`config.mk`:
```
export PLATFORM = sky130hd
export DESIGN_NAME = audio_i2s_tx
export DESIGN_NICKNAME = d
export VERILOG_FILES = /design/src/rtl/audio_i2s_tx.sv
export SDC_FILE = /design/constraint.sdc
export NUM_CORES = 1
export LEC_CHECK = 0
export CORE_UTILIZATION = 42
export DETAILED_ROUTE_END_ITERATION = 7
export PLACE_DENSITY = 0.65
export SYNTH_ARGS = -nofsm -noshare
export SYNTH_HDL_FRONTEND = slang
export SYNTH_SLANG_ARGS = --single-unit
```
`constraint.sdc`:
```
create_clock -name clk -period 6.7 [get_ports clk]
set_input_delay 1.34 -clock clk [delete_from_list [all_inputs] [get_ports clk]]
set_output_delay 1.34 -clock clk [all_outputs]
set_load 0.1 [all_outputs]
```
`src/rtl/audio_i2s_tx.sv`:
```
// audio_i2s_tx: I2S master serializer for the PSG stereo output.
//
// Generates BCK and LRCK from clk and shifts one 16-bit stereo sample pair per
// frame to an external DAC, MSB first. A frame is 64 BCK periods (32 per slot),
// so the sample rate is clk / (128 * CLK_DIV). Once per frame next_sample pulses
// for one clk while left_audio/right_audio are latched into the hold registers.
// That pair starts playing one BCK later, at position 0 of the following frame.
//
// Build option: define AUDIO_I2S_LEFT_JUSTIFIED_EN for left-justified framing
// (MSB aligned with the LRCK edge). The default build is standard I2S
// (MSB one BCK after the LRCK edge).
//
// Parameters:
//   CLK_DIV      clk cycles per BCK half-period, 1..255
// Ports:
//   clk          in   system clock
//   rst          in   asynchronous active-high reset
//   en           in   run enable; low forces idle with all outputs low
//   left_audio   in   [15:0] signed left sample, sampled at the latch event only
//   right_audio  in   [15:0] signed right sample, sampled at the latch event only
//   next_sample  out  1-clk request pulse, once per frame
//   i2s_bck      out  bit clock; data changes on its falling edge
//   i2s_lrck     out  word select; 0 = left slot, 1 = right slot
//   i2s_data     out  serial data, MSB first
`timescale 1ns/1ps

module audio_i2s_tx #(
    parameter int unsigned CLK_DIV = 4
) (
    input  logic        clk,
    input  logic        rst,
    input  logic        en,
    input  logic [15:0] left_audio,
    input  logic [15:0] right_audio,
    output logic        next_sample,
    output logic        i2s_bck,
    output logic        i2s_lrck,
    output logic        i2s_data
);

    localparam int unsigned DivW = (CLK_DIV > 1) ? $clog2(CLK_DIV) : 1;
    localparam logic [DivW-1:0] DivLast = DivW'(CLK_DIV - 1);

    typedef enum logic {StIdle, StRun} state_t;

    state_t          state;
    logic [DivW-1:0] div_r;
    logic [5:0]      pos_r;
    logic [15:0]     hold_l;
    logic [15:0]     hold_r;

    // Position and data bit that take effect at the next falling BCK edge.
    logic [5:0]  pos_nxt;
    logic [4:0]  slot_pos;
    logic [15:0] slot_smp;
    logic [4:0]  bit_idx;
    logic        bit_nxt;

    assign pos_nxt  = pos_r + 6'd1;
    assign slot_pos = pos_nxt[4:0];
    assign slot_smp = pos_nxt[5] ? hold_r : hold_l;

`ifdef AUDIO_I2S_LEFT_JUSTIFIED_EN
    // Left-justified: bit 15 at slot position 0.
    assign bit_idx = 5'd15 - slot_pos;
    always_comb begin
        bit_nxt = 1'b0;
        if (slot_pos <= 5'd15) begin
            bit_nxt = slot_smp[bit_idx[3:0]];
        end
    end
`else
    // I2S: bit 15 at slot position 1, one BCK after the LRCK edge.
    assign bit_idx = 5'd16 - slot_pos;
    always_comb begin
        bit_nxt = 1'b0;
        if ((slot_pos >= 5'd1) && (slot_pos <= 5'd16)) begin
            bit_nxt = slot_smp[bit_idx[3:0]];
        end
    end
`endif

    always_ff @(posedge clk or posedge rst) begin
        if (rst) begin
            state       <= StIdle;
            div_r       <= '0;
            pos_r       <= '0;
            hold_l      <= '0;
            hold_r      <= '0;
            next_sample <= 1'b0;
            i2s_bck     <= 1'b0;
            i2s_lrck    <= 1'b0;
            i2s_data    <= 1'b0;
        end else begin
            unique case (state)
                StIdle: begin
                    div_r       <= '0;
                    pos_r       <= '0;
                    hold_l      <= '0;
                    hold_r      <= '0;
                    next_sample <= 1'b0;
                    i2s_bck     <= 1'b0;
                    i2s_lrck    <= 1'b0;
                    i2s_data    <= 1'b0;
                    if (en) begin
                        state <= StRun;
                    end
                end
                StRun: begin
                    next_sample <= 1'b0;
                    if (!en) begin
                        // Abandon the frame immediately; no request is issued.
                        state    <= StIdle;
                        div_r    <= '0;
                        pos_r    <= '0;
                        hold_l   <= '0;
                        hold_r   <= '0;
                        i2s_bck  <= 1'b0;
                        i2s_lrck <= 1'b0;
                        i2s_data <= 1'b0;
                    end else if (div_r == DivLast) begin
                        div_r   <= '0;
                        i2s_bck <= ~i2s_bck;
                        if (i2s_bck) begin
                            // Falling BCK: advance and present the new bit.
                            pos_r    <= pos_nxt;
                            i2s_lrck <= pos_nxt[5];
                            i2s_data <= bit_nxt;
                            // Position 63 carries a zero bit in both framings,
                            // so the holds can be swapped here safely.
                            if (pos_nxt == 6'd63) begin
                                hold_l      <= left_audio;
                                hold_r      <= right_audio;
                                next_sample <= 1'b1;
                            end
                        end
                    end else begin
                        div_r <= div_r + DivW'(1);
                    end
                end
                default: begin
                    state <= StIdle;
                end
            endcase
        end
    end

endmodule
```
==> results, run 1 <==
- Synthesis inferred between 40 and 50 register bits.
- The first global-routing pass estimated 8866 um of wire.
- The worst-case IR drop observed on VDD is 0.09068 mV.
- The flow ran to the end, and the final reports show no timing, DRC or antenna violations.
- The first TritonRoute pass finished after 6 iterations.
- The final routed wirelength across all metal layers is 5286 um.
- Based on the critical path, the design can be clocked at up to 263.7 MHz.
- The post-synthesis share of cell area spent on xor and xnor gates is 0.02863.
- The via count of the first global-routing pass is between 1500 and 2000.
- The share of total power dissipated in combinational logic is 0.065.
- The fraction of the yosys area taken by sequential cells is 0.4581.
- The number of distinct library cells after synthesis is 44.
- The H-tree was split into 2 levels.
- The maximum number of pins on one net before global-route repair is 45.
- The average size of a mapped cell is 8.493 um^2.
- The slowest stage of the critical path is the sky130_fd_sc_hd__clkdlybuf4s50_1 cell.
- On the final layout, the worst clock skew is ~0.0038 ns.
- STA classifies the critical path endpoint as an output pin.
- The number of pins exceeding their max-slew limit in the final report is 0.
- The root cell of the clock tree is sky130_fd_sc_hd__clkbuf_8.
- The worst setup path is of the reg -> out kind.
- The post-CTS clock slew at the launch and capture registers of the worst setup and hold paths is roughly 0.08 ns.
- Sorting the synthesized cells by area gives the leading types as sky130_fd_sc_hd__dfrtp_1, sky130_fd_sc_hd__nand2_1, sky130_fd_sc_hd__a21oi_1.
- The reported max-cap violation count is 0.
- The worst min-delay path category is reg -> reg.
- The length of routed met2 wiring is between 2000 and 2500 um.
- Among cell families on the critical path, the largest total delay comes from buffers and inverters.
- The power density normalized to cell area is 162.8 nW/um^2.
- The sequential share of power is 0.567.
- The synthesized-area fraction occupied by ao, oa, aoi and oai cells is 0.1822.
- The count of routing violations after the opening detailed-route iteration is 75.
- For the worst setup path, the data required time is about 5.4 ns.
- During synthesis, Yosys emitted a total of 0 warnings.
- The hold buffer count at cts is 0.
- The count of clock tree sinks is 44.
- Buffers inserted during clock tree synthesis total 5.
- The weighted congestion at the end of routability-driven global placement is a little under 0.9.
- The count of standard-cell rows is 27.
- Setup repair after global routing left no endpoint under its margin.
- Of the cells placed in the final design, the portion with a size suffix greater than 1 is 0.04153.
- The via count of the routed design is 2052.
- The routed length per instance is 13.73 um.
- In this run the horizontal extent of the chip is around 78 um.
- In the routed design, unresolved DRC markers number 0.
- The adder and majority cell fraction of the synthesized area is 0.02082.
- The final-report setup violation count is 0.
- The shortest period the worst path allows is 3.792 ns.
- The number of endpoints with negative hold slack in the final report came to 0.
- After the last flow step, the layout net total stands at about 350.
- The kind of launch point of the worst setup path is a flop.
- The detail route stage leaves a number of antenna-violating nets equal to 0.
- After synthesis, the largest family of logic cells by area is simple AND/OR/NAND/NOR gates.
- The worst pin sits at a relative slew slack of 0.2915.
- The data arrival time at the worst-slack endpoint is about 2.5 ns.
- Of the total power, the clock network draws 0.368.
- The net switching power is ~100 uW.
- The fill cell instance count of the final layout is 544.
- The combined buffer and inverter count along the critical path is 1.
- The repair_antennas step left the layout with diodes totalling 0.
- The mean number of vias per cell is roughly 5.3.
- The leakage power summed over all cells is 1.109 nW.
- The number of I/O pins is 39.
- The die covers roughly 6000 um^2.
- The simple-gate share of the synthesized area is 0.2171.
- The clock tree buffer depth is 2.
- The initial antenna violation count came to 0.
- After synthesis, the share of flip-flops with an asynchronous set or reset is 1.000.
- The switching power as a share of total power is 0.2163.
- The most used flip-flop cell after synthesis is sky130_fd_sc_hd__dfrtp_1.
- The total negative slack is 0 ns.
- For this configuration, the core starts out at a cell density of 0.4365.
- The total track usage is 0.1855.
- The utilization after layout is 0.5247.
- The fraction of synthesized cell area taken by the top area cell type is 0.4581.
- In this run, synthesis inferred 0 flip-flops with an integrated enable.
- The number of buffers inserted by port buffering is 38.
- The uppermost metal layer occupied by signal nets is met4.
- For the worst-skew pair, the clock arrives at the later sink with an insertion delay of about 0.29 ns.
- After global routing the overflow that remains totals 0.
- The critical path goes through clkdlybuf4s50_1.
- Synthesis produced roughly 280 cells.
- The synthesized netlist occupies a cell area of ~2400 um^2.
- The routed length on met1 is about 2600 um.
- The ratio of final minimum period to clock period is 0.5660.
- The highest cell delay on the worst timing path is ~1.3 ns.
- The estimated wirelength of the detail-placed design is around 3600 um.
- The floorplan step defined a core boundary enclosing approximately 5500 um^2.
- The CTS tree is done.
- Relative to the synthesized area, the layout overhead comes to 20.20%.
- Wire segments on met3 add up to 206 um in the final route.
- Internal power comes to 368.7 uW.
- The net count of the mapped netlist is between 300 and 400.
- Measured along the y axis, the die boundary spans 77.65 um.
- The slew at the pin closest to its max-slew limit is 1.063 ns.
- The portion of synthesized area spent on multiplexers is 0.03800.
- After clock tree synthesis, the repair step resized 0 gates.
- The total setup buffers inserted after CTS is 0.
- Of all cell types, the one taking the most synthesized area is sky130_fd_sc_hd__dfrtp_1.
- The highest fanout seen on the critical path is 24.
==> power groups by stage <==
stage	registers, mW	logic (mW)	clock network [mW]
final	0.267	0.0308	0.173
after global routing	0.267	0.0339	0.186
after CTS	0.267	0.0316	0.178
after detailed placement	0.272	0.0314	0
after global placement	0.272	0.0312	0
after floorplan	0.272	0.00798	0
==> routing by layer <==
layer / GRT usage / vias to the layer above
met5: 0 / -
met4: 0.05094 / 0
met3: 0.03647 / 5
met2: 0.2850 / 48
met1: 0.2652 / 970
li1: - / 1029
==> final timing paths <==
| check | cells after the start | slack (ns) | from | endpoint |
|---|---|---|---|---|
| worst max-delay path | 1 | 2.91 | i2s_lrck$_DFFE_PP0P_ | i2s_lrck |
| worst min-delay path | 1 | 0.44 | div_r[0]$_DFF_PP0_ | div_r[0]$_DFF_PP0_ |
| worst max register to register | 5 | 4.06 | pos_r[2]$_DFFE_PP0P_ | hold_r[2]$_DFFE_PP0P_ |
| worst min register to register | 1 | 0.44 | div_r[0]$_DFF_PP0_ | div_r[0]$_DFF_PP0_ |
| max in group asynchronous | 3 | 4.83 | rst | pos_r[3]$_DFFE_PP0P_ |
| min in group asynchronous | 3 | 1.48 | rst | div_r[0]$_DFF_PP0_ |
==> placed cells by master, fill, tap and decap left out, types with 3 or more instances in the layout <==
master and instances:
sky130_fd_sc_hd__ha_1 4, sky130_fd_sc_hd__a21oi_1 38, sky130_fd_sc_hd__nand2_1 84, sky130_fd_sc_hd__dfrtp_1 44
sky130_fd_sc_hd__inv_1 5, sky130_fd_sc_hd__mux2i_1 8, sky130_fd_sc_hd__o21ai_0 9, sky130_fd_sc_hd__xnor2_1 5
sky130_fd_sc_hd__and3_1 4, sky130_fd_sc_hd__buf_4 3, sky130_fd_sc_hd__nor2_1 12, sky130_fd_sc_hd__or3_1 4
sky130_fd_sc_hd__nand2b_1 3, sky130_fd_sc_hd__clkbuf_8 6, sky130_fd_sc_hd__clkdlybuf4s50_1 38, sky130_fd_sc_hd__nand3_1 5
==> Yosys cell counts, types with 2 or more instances <==
cell and n:
sky130_fd_sc_hd__nand2_1 84, sky130_fd_sc_hd__dfrtp_1 44, sky130_fd_sc_hd__a21oi_1 38, sky130_fd_sc_hd__nor2_1 12
sky130_fd_sc_hd__o21ai_0 9, sky130_fd_sc_hd__mux2i_1 8, sky130_fd_sc_hd__buf_2 7, sky130_fd_sc_hd__clkbuf_1 7
sky130_fd_sc_hd__inv_1 6, sky130_fd_sc_hd__nand3_1 5, sky130_fd_sc_hd__xnor2_1 5, sky130_fd_sc_hd__and3_1 4
sky130_fd_sc_hd__ha_1 4, sky130_fd_sc_hd__or3_1 4, sky130_fd_sc_hd__buf_6 3, sky130_fd_sc_hd__nand2b_1 3
sky130_fd_sc_hd__a2111oi_0 2, sky130_fd_sc_hd__a211o_1 2, sky130_fd_sc_hd__a21o_1 2, sky130_fd_sc_hd__a221oi_1 2
sky130_fd_sc_hd__a22o_1 2, sky130_fd_sc_hd__a31oi_1 2, sky130_fd_sc_hd__buf_4 2, sky130_fd_sc_hd__nand4_1 2
sky130_fd_sc_hd__nor2b_1 2, sky130_fd_sc_hd__nor3_1 2, sky130_fd_sc_hd__o31ai_1 2, sky130_fd_sc_hd__o32a_1 2
==> cells by family (layout without fill, tap and decap cells) <==
logic type      after synthesis  count (layout)
simple gates                122             122
compound gates               72              72
xor+xnor                      7               7
buf+inv                      25              55
mux                           9               9
flops                        44              44
fa+ha+maj                     4               4
==> cell type report <==
class,instances,area [um^2],share of cell area
Multi-Input combinational cell,214,1179,0.4080
Tap cell,72,90.09,0.03118
Timing Repair Buffer,41,402.9,0.1395
Sequential cell,44,1101,0.3811
Clock inverter,1,7.507,0.002599
Clock buffer,7,86.33,0.02988
Inverter,6,22.52,0.007796
==> registers in the layout, indices dropped and copies added (netlist names) <==
register,flops
i2s_bck,1
hold_r,16
state,1
next_sample,1
i2s_lrck,1
div_r,2
pos_r,5
i2s_data,1
hold_l,16
==> per-stage QoR <==
step           cells  hold slack [ns]  power, mW  setup slack (ns)  area (um^2)
6_report         385           0.4376     0.4704             2.908         2889
5_1_grt          385           0.4711     0.4867             2.841         2889
4_1_cts          385           0.4428     0.4757             2.896         2889
3_5_place_dp     377           0.4313     0.3034             3.222         2795
3_3_place_gp     377           0.4206     0.3032             3.239         2795
2_1_floorplan    283           0.4099     0.2800             4.329         2404
Power figures use the tool's default switching activity.
==> inputs of run 2 (changes only) <==
PLACE_DENSITY = 0.68   (was 0.65)
clock period = 3.42 ns   (was 6.7 ns; I/O delays follow)
==> run 2 against run 1 <==
Worst setup slack got worse by 2.2 ns; sequential power rose by 96%; count of clock-buffer cells in the layout did not move; first-iteration DRC count rose by 40%; global-route usage rose by 2.5 points; clock skew rose by 0.00062 ns; sequential cell count did not move; via count rose by 1.5%; power rose by 120%; sequential share of layout area fell by 0.52 points; wire length rose by 6.9%; register-to-register slack got worse by 3.3 ns; critical path type is now reg -> reg.
==> results, run 2 (synthesized netlist as in run 1, its figures left out) <==
- The worst register-to-register path ends at hold_r[1]$_DFFE_PP0P_.
- The worst hold path terminates at div_r[0]$_DFF_PP0_.
- Power comes to roughly 1.0 mW.
- Buffers added to address setup during post-CTS repair amount to 0.
- The routed design could run at a clock period as short as about 2.7 ns.
- The count of clock tree sinks is 44.
- Leaving out fill and tap cells, the most frequent cell in the layout is sky130_fd_sc_hd__nand2_1.
- The maximum number of pins on one net before global-route repair is 42.
- Traced cell by cell, the critical path runs through and3_1 -> xnor2_2 -> or4_1 -> nand2_1 -> a21oi_1.
- The hold path depth is 1.
- The flow ran to the end, and the final reports show no timing, DRC or antenna violations.
- The standard cell core area is 5507 um^2.
- Measured along the y axis, the die boundary spans about 78 um.
- The root cell of the clock tree is sky130_fd_sc_hd__clkbuf_8.
- The maximum clock frequency is 374.9 MHz.
- Setup violations remaining at the end of the flow were counted as 0.
- The HPWL after detailed placement is around 4000 um.
- Data on the critical path arrives at its endpoint at ~2.8 ns.
- The launching point of the worst reg2reg path is pos_r[2]$_DFFE_PP0P_.
- The leakage power summed over all cells is between 1 and 1.5 nW.
- The count of cells in the finished layout, fillers not included, comes to ~390.
- The weighted congestion at the end of routability-driven global placement is between 0.8 and 0.9.
- Gates resized during post-CTS repair numbered 0.
- The final antenna-violating net count is 0.
- 39 I/O pins were placed.
- In the layout the commonest cells are sky130_fd_sc_hd__nand2_1, sky130_fd_sc_hd__dfrtp_1, sky130_fd_sc_hd__a21oi_1, sky130_fd_sc_hd__clkdlybuf4s50_1, sky130_fd_sc_hd__nor2_1.
- The kind of launch point of the worst setup path is a flop.
- The x dimension of the die is 77.65 um.
- The net total in the final layout is 353.
- The fraction of layout cells with a size suffix above 1 is 0.06032.
- The worst min-delay path startpoint is div_r[0]$_DFF_PP0_.
- In this design, the stage delay of the slowest critical-path cell is 1.01 ns.
- The count of standard-cell rows is 27.
- The logic depth of the worst register-to-register path is 5.
- The area growth from synthesis to final layout is 21.86%.
- In the final layout, the registers with the most flip-flops are hold_l: 16 flops, hold_r: 16 flops, pos_r: 5 flops.
- The highest fanout seen on the critical path is 33.
- After the first detailed-routing iteration, the DRC count stood at 105.
- The final routed wirelength across all metal layers is between 5000 and 6000 um.
- The number of buffers inserted by port buffering is 38.
- The repair_antennas step left the layout with diodes totalling 0.
- The floorplan step defined a die boundary enclosing 6030 um^2.
- Clock-pin slew was measured on the worst setup and hold paths at around 0.08 ns.
- By startpoint and endpoint, the worst setup path is classified as reg -> reg.
- For this run, design rule violations remaining after detail routing come to 0.
- For this block, the via count after detailed routing is between 2000 and 2500.
- For this design the ratio of total power to cell area is approximately 350 nW/um^2.
- The clock passes through at most 2 buffers.
- The first-pass GRT wire length is 9970 um.
- The slowest cell on the critical path is sky130_fd_sc_hd__or4_1.
- The CTS tree is done.
- The worst reg-to-reg setup slack is between 0.7 and 0.8 ns.
- For this design, the CTS-stage hold fixing added 0 buffers.
- The relative slew slack is 0.2846.
- Counting the buffers created by CTS gives 5.
- For the pin with the worst max-slew slack, the measured transition is 1.073 ns.
- The insertion delay of the later-clocked pin in the worst-skew pair is 0.30 ns.
- The routed length per instance is around 15 um.
- Max-cap violations in this run came to 0.
- In the finished design, the share of the clock period the worst path needs comes to 0.7800.
- The first detailed-routing pass ran for 4 iterations.
- The level count of the clock H-tree is 2.
- The total overflow left after global routing is 0.
- The critical path required time is around 3.6 ns.
- In the routed layout, each cell is associated on average with a via count of approximately 5.4.
- The number of pins exceeding their max-slew limit in the final report is 0.
- The largest vdd supply drop is between 0.2 and 0.25 mV.
- Across every metal layer, demand over resource in global routing totals 0.2102.
- Setup repair after global routing left no endpoint under its margin.
- In the final timing run, aggregate negative setup slack is 0 ns.
- The worst clock skew is approximately 0.0044 ns.
- The min-delay analysis places its worst path in the category reg -> reg.
- The initial utilization of the core area, before any placement, comes to 0.4365.
- The via count of the first global-routing pass was about 2100.
- The initial antenna violation count is 0.
- The worst setup path is captured at a flop.
- The number of placed instances, taps included, is roughly 380.
- The number of endpoints with negative hold slack in the final report is 0.
==> run 2: cell count changes in the layout (fill, tap and decap cells not counted), sizes merged <==
cell and change:
inv +1, clkdlybuf4s50 -3, clkinv -1, clkinvlp -1
buf +5, bufinv +1
==> run 2: power breakdown <==
part	internal [mW]	switching [mW]	leakage, nW
Combinational	0.0372	0.0243	0.473
Clock	0.258	0.182	0.0645
Sequential	0.521	0.000945	0.612
Total	0.816	0.207	1.15
==> run 2: critical path: cells and delay by family, from the launching register on <==
| kind | cells | cell delay (ns) |
|---|---|---|
| simple gates | 3 | 1.65 |
| flops | 1 | 0.64 |
| compound gates | 1 | 0.08 |
| xor+xnor | 1 | 0.15 |
==> run 2: worst max path at each step <==
stage | startpoint | end | slack, ns | cells past startpoint
after floorplan | i2s_lrck$_DFFE_PP0P_ | i2s_data$_DFFE_PP0P_ | 1.14 | 6
after global placement | pos_r[2]$_DFFE_PP0P_ | hold_l[8]$_DFFE_PP0P_ | 0.79 | 5
after detailed placement | pos_r[2]$_DFFE_PP0P_ | hold_r[1]$_DFFE_PP0P_ | 0.76 | 5
after CTS | pos_r[2]$_DFFE_PP0P_ | hold_r[1]$_DFFE_PP0P_ | 0.74 | 5
after global routing | pos_r[2]$_DFFE_PP0P_ | hold_r[12]$_DFFE_PP0P_ | 0.51 | 5
final | pos_r[2]$_DFFE_PP0P_ | hold_r[1]$_DFFE_PP0P_ | 0.75 | 5
==> run 2: per-stage QoR <==
stage / hold WS (ns) / util / setup WS, ns / cell area, um^2
floorplan: 0.4099 / - / 1.144 / 2404
global placement: 0.4239 / 0.5090 / 0.7913 / 2803
detailed placement: 0.4316 / 0.5090 / 0.7620 / 2803
CTS: 0.4432 / 0.5319 / 0.7420 / 2929
global route: 0.4591 / 0.5319 / 0.5142 / 2929
finish: 0.4404 / 0.5319 / 0.7524 / 2929
==> run 2: layer usage <==
layer,routed length [um],track usage,vias to the layer above
li1,-,-,1028
met1,2604,0.2718,986
met2,2666,0.3425,53
met3,192,0.03529,16
met4,190,0.09811,0
met5,0,0,-
==> run 2: area by class of cell <==
cell class | count | area (um^2)
fillers | 537 | 2577
multi-input cells | 214 | 1179
flip-flops and latches | 44 | 1101
repair buffers | 43 | 410.4
clock buffers | 7 | 96.34
well taps | 72 | 90.09
clock inverters | 1 | 30.03
inverters | 6 | 22.52
